### src/rtl/dut_op_responder_if.sv
// Handshake bundle between the prewrapper initiator and the op/scan responder.
// master = initiator side, slave = responder side.
interface dut_op_responder_if #(
  parameter int unsigned DATA_W = 32
) ();
  logic [DATA_W-1:0] data_in;
  logic [DATA_W-1:0] data_out;
  logic              dut_val_op;
  logic              dut_op_ack;
  logic              dut_op_commit;
  logic              dut_commit_ack;
  logic [DATA_W-1:0] dft_out;
  logic              dft_val_op;
  logic              dft_op_ack;
  logic              dft_op_commit;
  logic              dft_output_strobe;
  logic              dft_commit_ack;
  logic              ex_sen;

  modport master (
    output data_in, dut_val_op, dut_commit_ack, dft_val_op, dft_commit_ack, ex_sen,
    input  data_out, dut_op_ack, dut_op_commit, dft_out, dft_op_ack, dft_op_commit,
           dft_output_strobe
  );

  modport slave (
    input  data_in, dut_val_op, dut_commit_ack, dft_val_op, dft_commit_ack, ex_sen,
    output data_out, dut_op_ack, dut_op_commit, dft_out, dft_op_ack, dft_op_commit,
           dft_output_strobe
  );
endinterface

### src/rtl/dut_op_responder.sv
// Accumulator test target: 4-phase op handshake drives a 32-bit accumulator core,
// a second handshake dumps {op_cnt, acc} as strobed words from a non-destructive shadow chain.
module dut_op_responder #(
  parameter int unsigned DATA_W    = 32,
  parameter int unsigned CHAIN_LEN = 64,
  parameter int unsigned DUMP_NBR  = 1
) (
  input  logic               clk,
  input  logic               reset,
  dut_op_responder_if.slave  bus
);

  localparam int unsigned WORDS = CHAIN_LEN / DATA_W;
  localparam int unsigned TOTAL = WORDS * DUMP_NBR;
  localparam int unsigned CNT_W = (TOTAL > 1) ? $clog2(TOTAL) : 1;

  typedef enum logic [2:0] {
    D_IDLE, D_ACK, D_EXEC, D_COMMIT, D_WAIT_REL
  } dut_state_t;

  typedef enum logic [2:0] {
    F_IDLE, F_ACK, F_SHIFT, F_COMMIT, F_WAIT_REL
  } dft_state_t;

  dut_state_t dut_state, dut_next;
  dft_state_t dft_state, dft_next;

  logic [31:0]          acc;
  logic [31:0]          op_cnt;
  logic [31:0]          operand;
  logic [31:0]          acc_sum;
  logic [DATA_W-1:0]    data_out_q;
  logic [DATA_W-1:0]    dft_out_q;
  logic [CHAIN_LEN-1:0] chain;
  logic [CHAIN_LEN-1:0] shadow;
  logic [CHAIN_LEN-1:0] shadow_rot;
  logic [CNT_W-1:0]     word_cnt;
  logic                 dut_accept;
  logic                 dft_accept;
  logic                 last_word;
  logic                 core_step;

  // The DUT request wins a same-cycle tie, so the DFT side also yields to a raw dut_val_op.
  always_comb begin
    dut_accept = (dut_state == D_IDLE) && bus.dut_val_op && (dft_state == F_IDLE);
    dft_accept = (dft_state == F_IDLE) && bus.dft_val_op && (dut_state == D_IDLE)
                 && !bus.dut_val_op;
    core_step  = (dut_state == D_EXEC) && !bus.ex_sen;
    acc_sum    = acc + operand;
    last_word  = (word_cnt == CNT_W'(TOTAL - 1));
  end

  // Rotating the shadow by one word per strobe returns it to its original image after
  // every full dump, so repeated dumps stay identical without re-reading the core.
  always_comb begin
    chain      = CHAIN_LEN'({op_cnt, acc});
    shadow_rot = (shadow >> DATA_W) | (shadow << (CHAIN_LEN - DATA_W));
  end

  always_comb begin
    dut_next = dut_state;
    case (dut_state)
      D_IDLE:     if (dut_accept)          dut_next = D_ACK;
      D_ACK:      if (!bus.dut_val_op)     dut_next = D_EXEC;
      D_EXEC:     if (!bus.ex_sen)         dut_next = D_COMMIT;
      D_COMMIT:   if (bus.dut_commit_ack)  dut_next = D_WAIT_REL;
      D_WAIT_REL: if (!bus.dut_commit_ack) dut_next = D_IDLE;
      default:                             dut_next = D_IDLE;
    endcase
  end

  always_ff @(posedge clk) begin
    if (!reset) begin
      dut_state  <= D_IDLE;
      acc        <= '0;
      op_cnt     <= '0;
      operand    <= '0;
      data_out_q <= '0;
    end else begin
      dut_state <= dut_next;
      if (dut_accept) begin
        operand <= 32'(bus.data_in);
      end
      if (core_step) begin
        acc        <= acc_sum;
        op_cnt     <= op_cnt + 32'd1;
        data_out_q <= DATA_W'(acc_sum);
      end
    end
  end

  always_comb begin
    dft_next = dft_state;
    case (dft_state)
      F_IDLE:     if (dft_accept)          dft_next = F_ACK;
      F_ACK:      if (!bus.dft_val_op)     dft_next = F_SHIFT;
      F_SHIFT:    if (last_word)           dft_next = F_COMMIT;
      F_COMMIT:   if (bus.dft_commit_ack)  dft_next = F_WAIT_REL;
      F_WAIT_REL: if (!bus.dft_commit_ack) dft_next = F_IDLE;
      default:                             dft_next = F_IDLE;
    endcase
  end

  // dft_out is preloaded on the edge entering each SHIFT cycle so the strobe can be a
  // plain state decode and commit lands on the cycle after the final word.
  always_ff @(posedge clk) begin
    if (!reset) begin
      dft_state <= F_IDLE;
      shadow    <= '0;
      dft_out_q <= '0;
      word_cnt  <= '0;
    end else begin
      dft_state <= dft_next;
      if ((dft_state == F_ACK) && !bus.dft_val_op) begin
        shadow    <= chain;
        dft_out_q <= chain[DATA_W-1:0];
        word_cnt  <= '0;
      end else if ((dft_state == F_SHIFT) && !last_word) begin
        shadow    <= shadow_rot;
        dft_out_q <= shadow_rot[DATA_W-1:0];
        word_cnt  <= word_cnt + CNT_W'(1);
      end
    end
  end

  assign bus.dut_op_ack        = (dut_state == D_ACK);
  assign bus.dut_op_commit     = (dut_state == D_COMMIT);
  assign bus.data_out          = data_out_q;
  assign bus.dft_op_ack        = (dft_state == F_ACK);
  assign bus.dft_op_commit     = (dft_state == F_COMMIT);
  assign bus.dft_output_strobe = (dft_state == F_SHIFT);
  assign bus.dft_out           = dft_out_q;

endmodule

### src/flat_wrapper.sv
// flat-port wrapper written by rule: the top's interface ports become plain ports
module dut_op_responder_flat 
#(
  parameter int unsigned DATA_W    = 32,
  parameter int unsigned CHAIN_LEN = 64,
  parameter int unsigned DUMP_NBR  = 1
)
  (clk, reset, bus_data_in, bus_dut_val_op, bus_dut_commit_ack, bus_dft_val_op, bus_dft_commit_ack, bus_ex_sen, bus_data_out, bus_dut_op_ack, bus_dut_op_commit, bus_dft_out, bus_dft_op_ack, bus_dft_op_commit, bus_dft_output_strobe);
  dut_op_responder_if #(.DATA_W(DATA_W)) bus_i ();
  input  logic clk;
  input  logic reset;
  input wire logic [$bits(bus_i.data_in)-1:0] bus_data_in;
  input wire logic [$bits(bus_i.dut_val_op)-1:0] bus_dut_val_op;
  input wire logic [$bits(bus_i.dut_commit_ack)-1:0] bus_dut_commit_ack;
  input wire logic [$bits(bus_i.dft_val_op)-1:0] bus_dft_val_op;
  input wire logic [$bits(bus_i.dft_commit_ack)-1:0] bus_dft_commit_ack;
  input wire logic [$bits(bus_i.ex_sen)-1:0] bus_ex_sen;
  output wire logic [$bits(bus_i.data_out)-1:0] bus_data_out;
  output wire logic [$bits(bus_i.dut_op_ack)-1:0] bus_dut_op_ack;
  output wire logic [$bits(bus_i.dut_op_commit)-1:0] bus_dut_op_commit;
  output wire logic [$bits(bus_i.dft_out)-1:0] bus_dft_out;
  output wire logic [$bits(bus_i.dft_op_ack)-1:0] bus_dft_op_ack;
  output wire logic [$bits(bus_i.dft_op_commit)-1:0] bus_dft_op_commit;
  output wire logic [$bits(bus_i.dft_output_strobe)-1:0] bus_dft_output_strobe;
  assign bus_i.data_in = bus_data_in;
  assign bus_i.dut_val_op = bus_dut_val_op;
  assign bus_i.dut_commit_ack = bus_dut_commit_ack;
  assign bus_i.dft_val_op = bus_dft_val_op;
  assign bus_i.dft_commit_ack = bus_dft_commit_ack;
  assign bus_i.ex_sen = bus_ex_sen;
  assign bus_data_out = bus_i.data_out;
  assign bus_dut_op_ack = bus_i.dut_op_ack;
  assign bus_dut_op_commit = bus_i.dut_op_commit;
  assign bus_dft_out = bus_i.dft_out;
  assign bus_dft_op_ack = bus_i.dft_op_ack;
  assign bus_dft_op_commit = bus_i.dft_op_commit;
  assign bus_dft_output_strobe = bus_i.dft_output_strobe;
  dut_op_responder #(.DATA_W(DATA_W), .CHAIN_LEN(CHAIN_LEN), .DUMP_NBR(DUMP_NBR)) u_core (.clk(clk), .reset(reset), .bus(bus_i));
endmodule
### config.mk
export PLATFORM = sky130hd
export DESIGN_NAME = dut_op_responder_flat
export DESIGN_NICKNAME = d
export VERILOG_FILES = /design/src/rtl/dut_op_responder_if.sv /design/src/rtl/dut_op_responder.sv /design/src/flat_wrapper.sv
export SDC_FILE = /design/constraint.sdc
export NUM_CORES = 1
export LEC_CHECK = 0
export CAP_MARGIN = 10
export CORE_ASPECT_RATIO = 1.5
export CORE_UTILIZATION = 45
export DETAILED_ROUTE_END_ITERATION = 8
export GPL_TIMING_DRIVEN = 0
export PLACE_DENSITY = 0.72
export SYNTH_ARGS = -nofsm -noshare
export SYNTH_HDL_FRONTEND = slang
export SYNTH_SLANG_ARGS = --single-unit
### constraint.sdc
create_clock -name clk -period 6.7 [get_ports clk]
set_clock_uncertainty 0.15 [all_clocks]
set_input_delay 0.67 -clock clk [delete_from_list [all_inputs] [get_ports clk]]
set_output_delay 0.67 -clock clk [all_outputs]
set_load 0.05 [all_outputs]
Yosys cells after proc, flatten, opt, wreduce, memory -nomap -nowiden
Cells that the tools add are included.

Register bits: 199. Bits of input ports: 39.

$add $sub $neg: 3. Eq/ne operators: 18. Multiplexer cells: 16. Bitwise logic cells: 2. Reduce and logical (&&, ||, !) cells: 18.

Operators with widths (number): $mux 64 (2); $mux 32 (2); $or 32x64->64 (1); $add 32x1->32 const B (1); $add 32x32->32 (1); $mux 3 (10); $pmux 3 s5 (2); $ne 2x2->1 const B (7); $eq 3x2->1 const B (4); $reduce_and 5->1 (2); $logic_and 1x1->1 (8); $eq 3x1->1 const B (2); $eq 3x3->1 const B (2); $logic_not 3->1 (2); $ne 2x1->1 const B (3); $logic_not 1->1 (4); $reduce_bool 2->1 (1); $reduce_or 2->1 (1); $add 1x1->1 const B (1); $not 1->1 (1).

Logic depth before layout (Yosys ltp)
Depth after elaboration: 6. Mapped depth: 11.

Worst setup path before layout
Ideal clock, no wire load.

Kind: register to register. Start point: reg u_core.acc[0]. End point: reg u_core.acc[30]. Data arrival time: 2.589 ns. Required time: 6.428 ns. Setup slack: 3.839 ns. Stages on the path, launching flop included: 12. Buffers on the path: 0. Period minus slack after synthesis: 2.861 ns. Cell sequence: dfxtp_1 ha_1 fa_1 a21o_1 nand4_1 a21o_1 a21oi_2 nor2_4 o311ai_2 nor3b_1 or3_1 nand3_1.

Longest elaborated chain between the ends: 1.

RTL lines: start: declaration (line dut_op_responder.sv:28) `logic [31:0] acc;`; start signal: assignment (line dut_op_responder.sv:85) `acc <= acc_sum;`; $add 32x32->32 (line dut_op_responder.sv:49) `acc_sum = acc + operand;`.

No other way between the ends. A chain may end at the register's enable or synchronous reset.

Worst setup path in the final report
Ends and elaborated chain as after synthesis.

==> reports/results.ini <==
[yosys]
synth_top_family_by_area=compound AO/OA/AOI/OAI gates
synthCells=1017
syn_area_mm2=0.008867
yosys.area.top_type=dfxtp_1
syn-mean-instance-area_um2=8.719
yosys.area_share.simple_pct=19.59
synth-xor-area-share_pct=4.544
synth_edf_count=0
synth_cell_type_count=66
muxShareOfSynthArea_pct=7.690
synth.yosys.seq_area_share_pct=37.70
yosysWarnings=0
synth_fa_ha_area_share_pct=4.741
ys.flop_type=dfxtp_1
synth_top_area_share_pct=37.70
synth.top_cells.by_area=dfxtp_1, nand2_1, o211a_1, mux2i_1, ha_1
async_flop_share_pct=0
synth_compound_area_share_pct=19.67
ys_seq_elements=167
syn_nets=1089

[die]
die_area_mm2=0.02028
io_pins=108
row_count=62
core_mm2=0.01924
die_x_um=116.6
fp.dieH_um=173.9
start_util_pct=46.09

[pwr]
p_int_mw=1.996
p_total_mw=2.819
p_comb_share_pct=21.1
ir_worst_vdd_v=0.0001742
leakage_nw=5.003
power_density_mw_per_mm2=258.5
pwr-share-clk_pct=39.0
seqPwrFrac_pct=40.0
p_sw_share_pct=29.17
p_switching_uw=822.2

[worst_setup_path]
cp.required_ns=6.88
path_cells=ha_1 > fa_1 > a21o_1 > nand4_1 > a21o_1 > a21oi_2 > nor2_4 > o311ai_2 > nor3b_1 > or3_1 > nand3_1
crit_top_cell=a21o_1
endpoint_kind=flop
crit_type=flop to flop
reg2regPathDepth=11
critPathArrivalTime_ns=3.22
crit_fanout=4
critPathLaunchType=flop
crit_slowest_cell=dfxtp_1
crit_path_max_incr_delay_ns=0.44

[cts]
cts_resized=0
insertion_delay_ns=0.44
cts_buffer_depth=2
ctsHtreeMaxLevel=4
cts_tree=built
cts_made_buffers=17
clkTransAtPathRegs_ns=0.07
cts_setup_buffers=0
hold_buffers=0
cts_root_buffer=clkbuf_16
cts.sinks=167

[finish]
fin_util_pct=56.68
n_antenna_cell=0
nets=1214
finalInstanceArea_mm2=0.01090
areaGrowthSynthToFinish_pct=22.97
drive_above_1_share_pct=8.918
instances_no_fill=1411

[detailed_routing]
drc=0
num_vias=7556
drtPass1Iterations=5
drt-total-wl_mm=23.50
viasPerCell=5.355
wl_per_cell_um=16.66
postRouteAntennaNets=0
initialDrtViolationCount=486

[place]
port_buffers=106
dp_cells=1379
gp_congestion=0.8938
dp_hpwl_mm=17.85
dp_worst_setup_slack_ns=3.369
placed_cell_area_mm2=0.01025

[grt]
grt_pass1_wl_mm=37.56
antenna_found_initial=0
grt_pass1_vias=7424
track_usage_pct=24.10
grt_max_degree=17
grt.overflow.total=0

[worst_hold_path]
hp-class=flop to flop
hold-path-cell-count=2

[sta]
slew_headroom_pct=55.40
rsz0062_at_grt=false
setup_violations=0
fin_ws_ns=3.658
fmax_mhz=328.7
hold_violations=0
hold_slack_ns=0.3077
tightest_slew_ns=0.6690
fin_crit_sh_pct=45.40
report.final.slew_viol_count=0
finalCriticalPeriod_ns=3.042
tns_ns=0

[status]
status=completed

[job]
max_cap_viol_count=0

-- final timing paths --
kind,from,endpoint,slack [ns]
max,u_core.acc[0],u_core.acc[30],3.66
min,u_core.operand[16],u_core.operand[16],0.31
min reg2reg,u_core.operand[16],u_core.operand[16],0.31
max reg2reg,u_core.acc[0],u_core.acc[30],3.66
-- worst max-delay path, delay by kind of cell, from the launching register on --
| family | cells | cell delay [ns] |
|---|---|---|
| adders and majority gates | 2 | 0.53 |
| DFF | 1 | 0.44 |
| AOI/OAI and AO/OA | 4 | 1.04 |
| and+or+nand+nor | 5 | 0.77 |
-- synthesized netlist by cell type (all sizes together), types with 8 or more instances --
library cell,n
a21o,18
o21ai,42
ha,32
dfxtp,167
mux2i,67
xor2,31
and3,9
nor2b,12
nand3,26
xnor2,15
nor3,13
nand2,196
nor2,48
a21oi,63
nand4,12
a21boi,20
or3,8
clkbuf,40
buf,51
and2,21
o211a,68
-- power groups by stage --
stage / Combinational [mW] / Sequential (mW) / Clock [mW]
after floorplan: 0.431 / 1.14 / 0
after global placement: 0.586 / 1.15 / 0
after detailed placement: 0.594 / 1.15 / 0
after CTS: 0.598 / 1.13 / 1.10
after global routing: 0.651 / 1.13 / 1.15
final: 0.594 / 1.13 / 1.10
-- cell usage in the layout, fill, tap and decap left out, drive strengths merged, types with 9 or more instances in the layout --
| cell type | netlist | routed |
|---|---|---|
| nand2 | 196 | 196 |
| dfxtp | 167 | 167 |
| clkdlybuf4s50 | 0 | 106 |
| o211a | 68 | 68 |
| mux2i | 67 | 67 |
| a21oi | 63 | 63 |
| clkbuf | 40 | 61 |
| buf | 51 | 51 |
| nor2 | 48 | 48 |
| o21ai | 42 | 42 |
| ha | 32 | 32 |
| xor2 | 31 | 31 |
| nand3 | 26 | 26 |
| and2 | 21 | 21 |
| a21boi | 20 | 20 |
| a21o | 18 | 18 |
| xnor2 | 15 | 15 |
| nor3 | 13 | 13 |
| nor2b | 12 | 12 |
| nand4 | 12 | 12 |
| and3 | 9 | 9 |
-- cell type report --
class / instances / area, um2
inverter: 8 / 30.03
multi-input combinational: 750 / 4986
sequential: 167 / 3343
clock inverter: 11 / 195.2
tap: 256 / 320.3
fill: 1873 / 8334
timing repair buffer: 106 / 1061
clock buffer: 21 / 460.4
buffer: 92 / 508.0
-- layer usage --
metal  GRT usage [%]  up-vias  share of wire (%)
li1                -     3769                  -
met2           44.06      146                 53
met5               0        -                  0
met4           8.175        0                2.3
met3           4.149       34                2.8
met1           27.57     3607                 41
-- cell families after synthesis --
kind of cell,after synthesis
and+or+nand+nor,366
AOI/OAI and AO/OA,237
DFF,167
buffers and inverters,100
muxes,68
xor gates and xnor gates,46
adders and majority gates,33
-- sequential cells by signal (all words and copies together), names as in the netlist --
register and flops:
u_core.acc 32, u_core.shadow 64, u_core.op_cnt 32, u_core.dut_state 3, u_core.last_word 1, u_core.dft_state 3, u_core.operand 32
(Power assumes the default switching activity.)
